`config.mk`:
```
export PLATFORM = sky130hd
export DESIGN_NAME = multi_ch_fifo_producer
export DESIGN_NICKNAME = d
export VERILOG_FILES = /design/src/rtl/accelerator_pkg.sv /design/src/rtl/fifo_producer_pkg.sv /design/src/rtl/single_port_ram_pkg.sv /design/src/rtl/multi_ch_fifo_producer_rr_arbiter.sv /design/src/rtl/multi_ch_fifo_producer.sv
export SDC_FILE = /design/constraint.sdc
export NUM_CORES = 1
export LEC_CHECK = 0
export ABC_AREA = 1
export CORE_UTILIZATION = 45
export CTS_CLUSTER_DIAMETER = 60
export DETAILED_ROUTE_END_ITERATION = 7
export PLACE_DENSITY = 0.71
export SYNTH_ARGS = -nofsm -noshare
export SYNTH_HDL_FRONTEND = slang
export SYNTH_SLANG_ARGS = --single-unit
```
`constraint.sdc`:
```
create_clock -name clk -period 4.9 [get_ports clk]
set_input_delay 0.49 -clock clk [delete_from_list [all_inputs] [get_ports clk]]
set_output_delay 0.49 -clock clk [all_outputs]
set_load 0.05 [all_outputs]
```
`src/rtl/accelerator_pkg.sv`:
```
// Accelerator-wide shared constants.
package accelerator_pkg;

  localparam int unsigned MAX_DATA_WIDTH = 64;
  localparam logic [MAX_DATA_WIDTH-1:0] EMPTY_DATA = '0;

endpackage

```
`src/rtl/fifo_producer_pkg.sv`:
```
// Shared types and helpers for the multi-channel FIFO producer.
package fifo_producer_pkg;

  // Read pipeline depth: issue -> buffer data -> registered FIFO write.
  localparam int unsigned PIPE_DEPTH = 2;

  localparam int unsigned IDLE_B  = 0;
  localparam int unsigned ARB_B   = 1;
  localparam int unsigned BURST_B = 2;
  localparam int unsigned DRAIN_B = 3;
  localparam int unsigned DONE_B  = 4;

  typedef enum logic [4:0] {
    ST_IDLE  = 5'b00001,
    ST_ARB   = 5'b00010,
    ST_BURST = 5'b00100,
    ST_DRAIN = 5'b01000,
    ST_DONE  = 5'b10000
  } mc_producer_state_t;

  // Words the next burst of a channel will move.
  function automatic int unsigned min_burst(input int unsigned burst_size,
                                            input int unsigned remaining);
    return (remaining < burst_size) ? remaining : burst_size;
  endfunction

endpackage

```
`src/rtl/single_port_ram_pkg.sv`:
```
// Control encodings for the shared single-port buffer interface.
package single_port_ram_pkg;

  localparam logic CS_ENABLE    = 1'b1;
  localparam logic CS_DISABLE   = 1'b0;
  localparam logic OE_ENABLE    = 1'b1;
  localparam logic OE_DISABLE   = 1'b0;
  localparam logic WREQ_ENABLE  = 1'b1;
  localparam logic WREQ_DISABLE = 1'b0;

endpackage

```
`src/rtl/multi_ch_fifo_producer_rr_arbiter.sv`:
```
// Combinational round-robin picker: first eligible channel after i_last.
module rr_arbiter #(
  parameter int unsigned NUM_CH = 4,
  parameter int unsigned CH_W   = (NUM_CH > 1) ? $clog2(NUM_CH) : 1
) (
  input  logic [NUM_CH-1:0] i_elig,
  input  logic [CH_W-1:0]   i_last,
  output logic [NUM_CH-1:0] o_sel_c
);

  localparam logic [NUM_CH-1:0] CH_ONE = NUM_CH'(1);

  int unsigned       w_idx;
  logic              w_found;
  logic [NUM_CH-1:0] w_bits;

  // Scan channels in rotating order, starting just after the last served one.
  always_comb begin
    o_sel_c = '0;
    w_found = 1'b0;
    w_idx   = 0;
    w_bits  = '0;
    for (int unsigned k = 1; k <= NUM_CH; k++) begin
      w_idx  = (32'(i_last) + k) % NUM_CH;
      w_bits = i_elig >> w_idx;
      if (!w_found && w_bits[0]) begin
        w_found = 1'b1;
        o_sel_c = CH_ONE << w_idx;
      end
    end
  end

endmodule

```
`src/rtl/multi_ch_fifo_producer.sv`:
```
// Multi-channel strided buffer reader feeding per-channel FIFOs in credit-gated
// round-robin bursts. Optional performance counters: define PRODUCER_PERF_CNT_EN.
module multi_ch_fifo_producer
  import fifo_producer_pkg::*;
  import single_port_ram_pkg::*;
  import accelerator_pkg::*;
#(
  parameter int unsigned DATA_WIDTH  = 16,
  parameter int unsigned ADDR_WIDTH  = 20,
  parameter int unsigned NUM_CH      = 4,
  parameter int unsigned BURST_SIZE  = 4,
  parameter int unsigned LEN_WIDTH   = 16,
  parameter int unsigned SPACE_WIDTH = 6
) (
  input  logic                          clk,
  input  logic                          rstn,
  input  logic                          enb,
  output logic                          busy,
  output logic                          done,
  output logic                          request,
  input  logic                          grant,
  input  logic [NUM_CH*ADDR_WIDTH-1:0]  cfg_addr_begin,
  input  logic [NUM_CH*ADDR_WIDTH-1:0]  cfg_addr_step,
  input  logic [NUM_CH*LEN_WIDTH-1:0]   cfg_len,
  input  logic [NUM_CH*SPACE_WIDTH-1:0] fifo_space,
  output logic [NUM_CH-1:0]             fifo_w_en,
  output logic [DATA_WIDTH-1:0]         fifo_data,
  output logic                          to_buffer_cs,
  output logic                          to_buffer_oe,
  output logic [ADDR_WIDTH-1:0]         to_buffer_addr,
  input  logic [DATA_WIDTH-1:0]         to_buffer_R_data,
  output logic                          to_buffer_W_req,
`ifdef PRODUCER_PERF_CNT_EN
  output logic [31:0]                   stall_cycles,
  output logic [31:0]                   grant_wait_cycles,
`endif
  output logic [DATA_WIDTH-1:0]         to_buffer_W_data
);

  localparam int unsigned CH_W   = (NUM_CH > 1) ? $clog2(NUM_CH) : 1;
  localparam int unsigned BEAT_W = $clog2(BURST_SIZE + 1);
  localparam logic [NUM_CH-1:0] CH_ONE = NUM_CH'(1);

  mc_producer_state_t r_state, w_next_state;

  logic [ADDR_WIDTH-1:0] r_addr [NUM_CH];
  logic [ADDR_WIDTH-1:0] r_step [NUM_CH];
  logic [LEN_WIDTH-1:0]  r_rem  [NUM_CH];
  logic [CH_W-1:0]       r_sel, r_last, r_p1_ch, w_pick;
  logic [BEAT_W-1:0]     r_beat_cnt;
  logic                  r_p1_vld;
  logic [ADDR_WIDTH-1:0] r_buf_addr, w_next_addr;
  logic [NUM_CH-1:0]     r_fifo_w_en, w_elig, w_grant_oh;
  logic [DATA_WIDTH-1:0] r_fifo_data;
  logic [LEN_WIDTH-1:0]  w_cur_rem;
  logic                  w_any_rem, w_any_elig, w_issue, w_last_beat, w_pipe_busy;

  // A channel is eligible when it has work and its FIFO can absorb the whole next burst.
  always_comb begin
    w_elig    = '0;
    w_any_rem = 1'b0;
    for (int c = 0; c < NUM_CH; c++) begin
      if (r_rem[c] != '0) begin
        w_any_rem = 1'b1;
        if (32'(fifo_space[c*SPACE_WIDTH +: SPACE_WIDTH]) >=
            min_burst(BURST_SIZE, 32'(r_rem[c])))
          w_elig[c] = 1'b1;
      end
    end
  end

  rr_arbiter #(
    .NUM_CH (NUM_CH),
    .CH_W   (CH_W)
  ) u_rr_arbiter (
    .i_elig  (w_elig),
    .i_last  (r_last),
    .o_sel_c (w_grant_oh)
  );

  // One-hot arbiter result to channel index.
  always_comb begin
    w_pick = '0;
    for (int c = 0; c < NUM_CH; c++) begin
      if (w_grant_oh[c]) w_pick = CH_W'(c);
    end
  end

  assign w_any_elig  = |w_elig;
  assign w_cur_rem   = r_rem[r_sel];
  assign w_next_addr = r_buf_addr + r_step[r_sel];
  assign w_issue     = r_state[BURST_B] & grant;
  assign w_last_beat = w_issue & ((r_beat_cnt == BEAT_W'(BURST_SIZE - 1)) |
                                  (w_cur_rem == LEN_WIDTH'(1)));
  assign w_pipe_busy = r_p1_vld | (|r_fifo_w_en);

  // State register.
  always_ff @(posedge clk or negedge rstn) begin
    if (!rstn) r_state <= ST_IDLE;
    else       r_state <= w_next_state;
  end

  // Next-state and grant-qualified buffer/arbiter handshake.
  always_comb begin
    w_next_state = r_state;
    request      = 1'b0;
    to_buffer_cs = CS_DISABLE;
    to_buffer_oe = OE_DISABLE;
    unique case (r_state)
      ST_IDLE:  if (enb) w_next_state = ST_ARB;
      ST_ARB: begin
        request = w_any_elig;
        if (!w_any_rem)              w_next_state = ST_DONE;
        else if (w_any_elig && grant) w_next_state = ST_BURST;
      end
      ST_BURST: begin
        request = 1'b1;
        if (grant) begin
          to_buffer_cs = CS_ENABLE;
          to_buffer_oe = OE_ENABLE;
        end
        if (w_last_beat) w_next_state = ST_DRAIN;
      end
      ST_DRAIN: if (!w_pipe_busy) w_next_state = ST_ARB;
      ST_DONE:  w_next_state = ST_IDLE;
      default:  w_next_state = ST_IDLE;
    endcase
  end

  // Channel contexts, burst bookkeeping and the two-stage read pipeline.
  always_ff @(posedge clk or negedge rstn) begin
    if (!rstn) begin
      for (int c = 0; c < NUM_CH; c++) begin
        r_addr[c] <= '0;
        r_step[c] <= '0;
        r_rem[c]  <= '0;
      end
      r_sel       <= '0;
      r_last      <= CH_W'(NUM_CH - 1);
      r_beat_cnt  <= '0;
      r_buf_addr  <= '0;
      r_p1_vld    <= 1'b0;
      r_p1_ch     <= '0;
      r_fifo_w_en <= '0;
      r_fifo_data <= '0;
    end else begin
      if (r_state[IDLE_B] && enb) begin
        for (int c = 0; c < NUM_CH; c++) begin
          r_addr[c] <= cfg_addr_begin[c*ADDR_WIDTH +: ADDR_WIDTH];
          r_step[c] <= cfg_addr_step[c*ADDR_WIDTH +: ADDR_WIDTH];
          r_rem[c]  <= cfg_len[c*LEN_WIDTH +: LEN_WIDTH];
        end
        r_last <= CH_W'(NUM_CH - 1);
      end
      if (r_state[ARB_B] && w_any_elig && grant) begin
        r_sel      <= w_pick;
        r_last     <= w_pick;
        r_beat_cnt <= '0;
        r_buf_addr <= r_addr[w_pick];
      end
      if (w_issue) begin
        r_addr[r_sel] <= w_next_addr;
        r_rem[r_sel]  <= w_cur_rem - LEN_WIDTH'(1);
        r_buf_addr    <= w_next_addr;
        r_beat_cnt    <= r_beat_cnt + BEAT_W'(1);
      end
      r_p1_vld    <= w_issue;
      r_p1_ch     <= r_sel;
      r_fifo_w_en <= r_p1_vld ? (CH_ONE << r_p1_ch) : '0;
      if (r_p1_vld) r_fifo_data <= to_buffer_R_data;
    end
  end

`ifdef PRODUCER_PERF_CNT_EN
  logic [31:0] r_stall_cycles, r_grant_wait_cycles;

  // Saturating stall and grant-wait counters, cleared at each start.
  always_ff @(posedge clk or negedge rstn) begin
    if (!rstn) begin
      r_stall_cycles      <= '0;
      r_grant_wait_cycles <= '0;
    end else if (r_state[IDLE_B] && enb) begin
      r_stall_cycles      <= '0;
      r_grant_wait_cycles <= '0;
    end else begin
      if (r_state[ARB_B] && w_any_rem && !w_any_elig && (r_stall_cycles != '1))
        r_stall_cycles <= r_stall_cycles + 32'(1);
      if (request && !grant && (r_grant_wait_cycles != '1))
        r_grant_wait_cycles <= r_grant_wait_cycles + 32'(1);
    end
  end

  assign stall_cycles      = r_stall_cycles;
  assign grant_wait_cycles = r_grant_wait_cycles;
`endif

  assign busy             = ~r_state[IDLE_B];
  assign done             = r_state[DONE_B];
  assign to_buffer_addr   = r_buf_addr;
  assign fifo_w_en        = r_fifo_w_en;
  assign fifo_data        = r_fifo_data;
  assign to_buffer_W_req  = WREQ_DISABLE;
  assign to_buffer_W_data = DATA_WIDTH'(EMPTY_DATA);

endmodule

```
==> impl_summary.log, run 1 <==
INFO  metric status = complete, no violations
INFO  metric switchingPower = 0.00754 W
INFO  metric yosys-top-cells-count = 481 x nand2_1, 276 x dfrtp_1, 228 x inv_1
INFO  metric critical_path_arrival = between 4000 and 5000 ps
INFO  metric routed_wl = approximately 55000 um
INFO  metric die_footprint = ~37000 um^2
INFO  metric ffs_w_async_s_r_synth = 100%
INFO  metric hpwlAfterDp = approximately 38000 um
INFO  metric clk-insertion-delay-late = 530 ps
INFO  metric cap_viol_max_count = 0
INFO  metric seq_area_frac_synth = 42.9%
INFO  metric cts_tree = yes
INFO  metric critical_path_required = 5300 ps
INFO  metric wire_per_inst = slightly below 20 um
INFO  metric critical_path.max_fanout = 24
INFO  metric top_cells_by_area_in_the_synthesized_netlist = dfrtp_1 42%, nand2_1 11%, mux2_2 5.5%, inv_1 5.3%, o21ai_0 5.1%
INFO  metric cts.root.buffer_cell = clkbuf_16
INFO  metric htree_levels = 2
INFO  metric yosysWarningCount = 0
INFO  metric place_worst_setup_slack = 783 ps
INFO  metric leakagePower = ~9.8 nW
INFO  metric clkSinkCount = around 280
INFO  metric fraction_of_layout_instances_using_a_drive_strength_above_1 = roughly a tenth
INFO  metric grt_pass1_vias = 15000
INFO  metric fp-row-count = 69
INFO  metric netlist.area_leader.share = between 40% and 50%
INFO  metric synthDistinctLibCells = 60
INFO  metric post-cts-setup-buffer-count = 0
INFO  metric synth.ff_latch_count = approximately 280
INFO  metric setup.worst_path.class = reg -> reg
INFO  metric gr-usage-met2 = a little under half
INFO  metric vdd_ir_max = ~0.00045 V
INFO  metric drt_iter0_drc = 1268
INFO  metric final_min_period_over_clock_period = between 80% and 90%
INFO  metric syn-cell-area = about 16000 um^2
INFO  metric final_antenna_diode_count = 0
INFO  metric max_slew_headroom = about a quarter
INFO  metric grt_setup_unrepaired = no
INFO  metric setup_violations = 0
INFO  metric synth_flop_cell = dfrtp_1
INFO  metric cts_inserted_buffers = 36
INFO  metric filler_cell_count = 3205
INFO  metric tns = 0 ps
INFO  metric gp_congestion = between 0.9 and 1
INFO  metric setup_slack = just over 700 ps
INFO  metric core_area = 35600 um^2
INFO  metric clock_pin_slew_of_the_registers_on_the_worst_case_setup_and_hold_paths = approximately 60 ps
INFO  metric seq_power_share = 26.8%
INFO  metric share_clk_of_total_power = ~18%
INFO  metric post_syn_instances = approximately 2000
INFO  metric fin_crit = 4180 ps
INFO  metric register_area = ~7000 um^2
INFO  metric port-buffer-count = 312
INFO  metric first_pass_grt_wire_length = 82900 um
INFO  metric final_core_utilization = about three fifths
INFO  metric flow.area_growth_from_synthesis = 28.9%
INFO  metric die-width = a little under 200 um
INFO  metric internal_power_consumption = about 0.008 W
INFO  metric detail_route.drc_violations = 0
INFO  metric synthMostInstantiatedCell = nand2_1
INFO  metric groute.layer.met1.usage = between 40% and 50%
INFO  metric vias = 15600
INFO  metric timing.clock.skew = 24.4 ps
INFO  metric gr-max-usage-layer = met2
INFO  metric maximum_clock_frequency = 239 MHz
INFO  metric startpoint_type = register
INFO  metric final_max_slew_viol_count = 0
INFO  metric post_drt_via_cell_ratio = about 5.6
INFO  metric power.density = about 740 nW/um^2
INFO  metric swShare = roughly half
INFO  metric floorplan.io_pins = 330
INFO  metric grt_max_degree = around 150
INFO  metric ant_nets = 0
INFO  metric yosysTopAreaCell = dfrtp_1
INFO  metric initial_utilization = approximately 46%
INFO  metric gr-total-overflow = 0
INFO  metric worst_pin_slew = between 1000 and 1500 ps
INFO  metric synth_edf_count = 0
INFO  metric met3_usage = under 10%
INFO  metric track_usage = between 20% and 30%
INFO  metric combinationalPowerShare = ~55%
INFO  metric final_nets = around 2600
INFO  metric grt_antenna_before_repair = 0
INFO  metric detail_route.first_pass.iterations = 6
INFO  metric crit_path_end_kind = register
INFO  metric timing.hold.worst.class = reg -> reg
INFO  metric finalHoldViolations = 0
INFO  metric multi_input_gate_area = roughly 7900 um^2
INFO  metric die_height = around 190 um
INFO  metric max-clock-path-buffers = 3
INFO  metric syn_avg_cell_area = 8.11 um^2
[timing repair]
| item | 4_1_cts | 5_1_grt |
|---|---|---|
| gates resized for setup | 0 | 0 |
| setup endpoints to repair | 0 | 0 |
| endpoints found under the hold margin | 55 | 0 |
| hold buffers | 1 | 0 |
[critical path, cell delays in order, from the launching register on]
cell and delay [ps]:
dfrtp_1 420, inv_2 110, nand2_2 270, inv_2 550, a22oi_1 210, nand3_1 120
ha_1 190, inv_1 60, fa_1 390, inv_1 80, a31oi_1 120, o21ai_1 330
a21boi_0 240, o21ai_1 230, nand2_1 70, inv_1 60, o21ai_1 70, nand2_1 70
nand2_1 50, nand2_1 190, o21ai_0 100, inv_1 60, nand2_1 50
[sequential cells by signal, summed over array words and instances (netlist names)]
| signal | flops |
|---|---|
| r_addr | 80 |
| r_step | 80 |
| r_rem | 64 |
| to_buffer_addr | 20 |
| fifo_data | 16 |
| r_state | 5 |
| fifo_w_en | 4 |
| r_beat_cnt | 3 |
| r_last | 2 |
| r_p1_ch | 2 |
| r_sel | 2 |
| r_p1_vld | 1 |
[through the flow]
stage	std cells	cell area (um^2)	power, W	hold WS (ps)
final	2774	21000	0.0155	466
after global routing	2774	21000	0.0166	483
after CTS	2774	21000	0.0154	460
after detailed placement	2707	19700	0.0126	446
after global placement	2707	19700	0.0124	442
after floorplan	2037	16400	0.00993	194
[cells by family after synthesis]
kind of cell             after synthesis  synth area share, %
AND/OR/NAND/NOR                      688                 17.5
multiplexers                          82                 5.65
buffers and inverters                369                 9.23
flip-flops                           279                 42.9
AO/OA/AOI/OAI                        508                 18.8
other                                  2               0.0461
XOR/XNOR                              27                 1.64
adder cells (fa/ha/maj)               55                 4.27
[metal layers]
metal	vias to the layer above	part of all wire, %
met3	118	9.3
met1	7465	43
li1	7224	-
met5	-	0
met2	748	44
met4	0	3.3
[worst paths after layout]
check                              start            endpoint  slack [ps]  depth (start not counted)
worst min-delay path            r_sel[1]          r_p1_ch[1]         470                          0
worst min register to register  r_sel[1]          r_p1_ch[1]         470                          0
worst max register to register  r_sel[1]  to_buffer_addr[12]         720                         22
worst max-delay path            r_sel[1]  to_buffer_addr[12]         720                         22
min in group asynchronous           rstn          r_step[39]         540                          2
max in group asynchronous           rstn          r_step[53]        3100                          3
[power by group through the flow]
stage | logic [W] | clock network [W] | registers [W]
floorplan | 0.00552 | 0 | 0.00441
global placement | 0.00830 | 0 | 0.00411
detailed placement | 0.00842 | 0 | 0.00415
CTS | 0.00848 | 0.00280 | 0.00413
global route | 0.00942 | 0.00290 | 0.00426
finish | 0.00859 | 0.00278 | 0.00416
[cells in the final DEF, fill, tap and decap left out, drive strengths merged, types with 2 or more instances in the layout]
cell / n
a21oi: 96
a221oi: 9
a22oi: 104
a31oi: 70
buf: 25
bufinv: 5
clkbuf: 48
clkdlybuf4s50: 310
clkinv: 7
clkinvlp: 5
conb: 29
dfrtp: 276
dfstp: 3
ha: 54
inv: 244
mux2: 80
mux2i: 2
nand2: 489
nand3: 62
nand4: 11
nor2: 104
nor3: 15
o211ai: 2
o21a: 7
o21ai: 197
o221ai: 2
o22ai: 12
or2: 2
xnor2: 9
xor2: 18
[final cells by class]
cell class              instances  area share (%)
repair buffers                336            15.9
inverters                     243            4.34
well taps                     461            2.75
clock inverters                18            1.17
multi-input cells            1389            37.9
clock buffers                  48            4.76
flip-flops and latches        279            33.3
No activity file was read; power rests on OpenSTA's default activity.
==> run 2: changes to the inputs <==
CAP_MARGIN = 5   (was not set)
DONT_BUFFER_PORTS = 1   (was not set)
PLACE_DENSITY = not set   (was 0.71)
SLEW_MARGIN = 10   (was not set)
==> impl_summary.log, run 2 (same netlist as run 1, synthesis figures left out) <==
INFO  metric status = complete, but fails checks (was complete, no violations)
INFO  metric violations = hold timing
INFO  metric final_min_period_over_clock_period = 85.5% (was 85.3%)
INFO  metric cts_resized = 0 (unchanged)
INFO  metric place_worst_setup_slack = 689 ps (was 783 ps)
INFO  metric vias = 14000 (was 15600)
INFO  metric crit_path_end_kind = register (unchanged)
INFO  metric setup_slack = 709 ps (was 720 ps)
INFO  metric setup.worst_path.class = reg -> reg (unchanged)
INFO  metric gp_congestion = 0.869 (was 0.923)
INFO  metric routed_wl = 51700 um (was 54500 um)
INFO  metric regToRegEndpoint = to_buffer_addr[19] (was to_buffer_addr[12])
INFO  metric detail_route.drc_violations = 0 (unchanged)
INFO  metric tns = 0 ps (unchanged)
INFO  metric clk-insertion-delay-late = 530 ps (about the same)
INFO  metric fp-row-count = 69 (unchanged)
INFO  metric clkSinkCount = 279 (unchanged)
INFO  metric clock_pin_slew_of_the_registers_on_the_worst_case_setup_and_hold_paths = 60 ps (about the same)
INFO  metric grt_setup_unrepaired = no (unchanged)
INFO  metric drt_iter0_drc = 1140 (was 1268)
INFO  metric power.density = 826 nW/um^2 (was 739 nW/um^2)
INFO  metric critical_path.max_fanout = 19 (was 24)
INFO  metric setup_violations = 0 (unchanged)
INFO  metric grt_max_degree = 280 (was 145)
INFO  metric vdd_ir_max = 0.000456 V (was 0.000445 V)
INFO  metric r2r.worst_path.cells = 17 (was 22)
INFO  metric fin_crit = 4190 ps (was 4180 ps)
INFO  metric startpoint_type = register (unchanged)
INFO  metric reg.largest.list = r_addr: 80 flops, r_step: 80 flops, r_rem: 64 flops (unchanged)
INFO  metric timing.clock.skew = 14.3 ps (was 24.4 ps)
INFO  metric die-width = 192 um (unchanged)
INFO  metric initial_utilization = 45.8% (unchanged)
INFO  metric die_height = 192 um (unchanged)
INFO  metric die_footprint = 37000 um^2 (unchanged)
INFO  metric setup.worst_path.end = to_buffer_addr[19] (was to_buffer_addr[12])
INFO  metric fraction_of_layout_instances_using_a_drive_strength_above_1 = 10.6% (was 9.55%)
INFO  metric grt_pass1_vias = 13400 (was 15000)
INFO  metric ant_nets = 0 (unchanged)
INFO  metric post_drt_via_cell_ratio = 5.66 (was 5.61)
INFO  metric core_area = 35600 um^2 (unchanged)
INFO  metric wire_per_inst = 20.9 um (was 19.7 um)
INFO  metric first_pass_grt_wire_length = 78900 um (was 82900 um)
INFO  metric final_nets = 2289 (was 2608)
INFO  metric htree_levels = 2 (unchanged)
INFO  metric hpwlAfterDp = 35700 um (was 38300 um)
INFO  metric regToRegSetupSlack = 710 ps (was 720 ps)
INFO  metric timing.hold.worst.class = in -> async (was reg -> reg)
INFO  metric cts_inserted_buffers = 34 (was 36)
INFO  metric worst_pin_slew = 1070 ps (was 1130 ps)
INFO  metric worst_setup_path_startpoint = r_sel[0] (was r_sel[1])
INFO  metric hold_ws = -321 ps (was 466 ps)
INFO  metric finalHoldViolations = 276 (was 0)
INFO  metric maximum_clock_frequency = 239 MHz (about the same)
INFO  metric reg2reg_from = r_sel[0] (was r_sel[1])
INFO  metric floorplan.io_pins = 330 (unchanged)
INFO  metric detail_route.first_pass.iterations = 5 (was 6)
INFO  metric cap_viol_max_count = 0 (unchanged)
INFO  metric final_max_slew_viol_count = 0 (unchanged)
INFO  metric max-clock-path-buffers = 3 (unchanged)
INFO  metric critical_path_required = 5320 ps (was 5300 ps)
INFO  metric cts.root.buffer_cell = clkbuf_16 (unchanged)
INFO  metric track_usage = 27.9% (was 29.1%)
INFO  metric layout.cells.most_common_list = 480 x nand2_1, 276 x dfrtp_1, 228 x inv_1 (was 480 x nand2_1, 310 x clkdlybuf4s50_1, 276 x dfrtp_1)
INFO  metric critical_path_arrival = 4610 ps (was 4580 ps)
INFO  metric filler_cell_count = 3462 (was 3205)
INFO  metric grt_antenna_before_repair = 21 (was 0)
INFO  metric most_common_cell_after_layout_fill_and_taps_aside = nand2_1 (unchanged)
INFO  metric post-cts-setup-buffer-count = 0 (unchanged)
INFO  metric port-buffer-count = 0 (was 312)
INFO  metric gr-total-overflow = 0 (unchanged)
INFO  metric cts_tree = yes (unchanged)
INFO  metric leakagePower = 8.58 nW (was 9.84 nW)
INFO  metric max_slew_headroom = 28.7% (was 24.5%)
INFO  metric flow.area_growth_from_synthesis = 9.12% (was 28.9%)
-- run 2: area by class of cell --
cell class	count	area, um^2	share of cell area [%]
Antenna cell	17	42.5	0.239
Multi-Input combinational cell	1389	7950	44.7
Inverter	243	912	5.13
Tap cell	461	577	3.24
Clock buffer	48	975	5.48
Sequential cell	279	6990	39.3
Timing Repair Buffer	19	168	0.943
Clock inverter	13	170	0.957
-- run 2: stage by stage --
stage	utilization [%]	total power, W	hold WS (ps)	cell area [um^2]	cells
2_1_floorplan	-	0.00993	194	16400	2037
3_3_place_gp	46.6	0.0118	212	16600	2391
3_5_place_dp	46.6	0.0120	211	16600	2391
4_1_cts	49.9	0.0146	-340	17700	2452
5_1_grt	49.9	0.0158	-339	17700	2456
6_report	50.0	0.0147	-321	17800	2469
-- run 2: routing by layer --
metal / GRT usage [%] / up-vias / wire [um]
li1: - / 6607 / -
met3: 8.86 / 88 / 4930
met1: 38.7 / 6716 / 23000
met2: 41.9 / 544 / 22500
met4: 7.54 / 16 / 1150
met5: 0 / - / 106
-- run 2: where the power goes --
group          total, W  switching (W)  internal, W
logic           0.00738        0.00494      0.00244
registers       0.00470        0.00131      0.00339
clock network   0.00260        0.00104      0.00156
total            0.0147        0.00729      0.00739
-- run 2: worst min path at each step --
| stage | startpoint | end | slack (ps) | depth (start not counted) |
|---|---|---|---|---|
| 2_1_floorplan | rstn | fifo_data[0] | 190 | 0 |
| 3_3_place_gp | rstn | r_step[39] | 210 | 0 |
| 3_5_place_dp | rstn | r_step[19] | 210 | 0 |
| 4_1_cts | rstn | r_step[73] | -340 | 0 |
| 5_1_grt | rstn | r_step[39] | -340 | 0 |
| 6_report | rstn | r_step[19] | -320 | 0 |
-- run 2: worst max-delay path: stages (launching register included) --
cell and delay, ps:
dfrtp_1 480, nand2_2 340, inv_2 340, buf_4 290
a22oi_1 190, nand2_1 100, ha_1 350, nand2_1 140
nor4_1 490, nand4_1 200, nand3_1 200, nand2_1 90
nand2_1 70, a21oi_1 70, xnor2_1 450, o22ai_1 130
inv_1 70, nand2_1 50
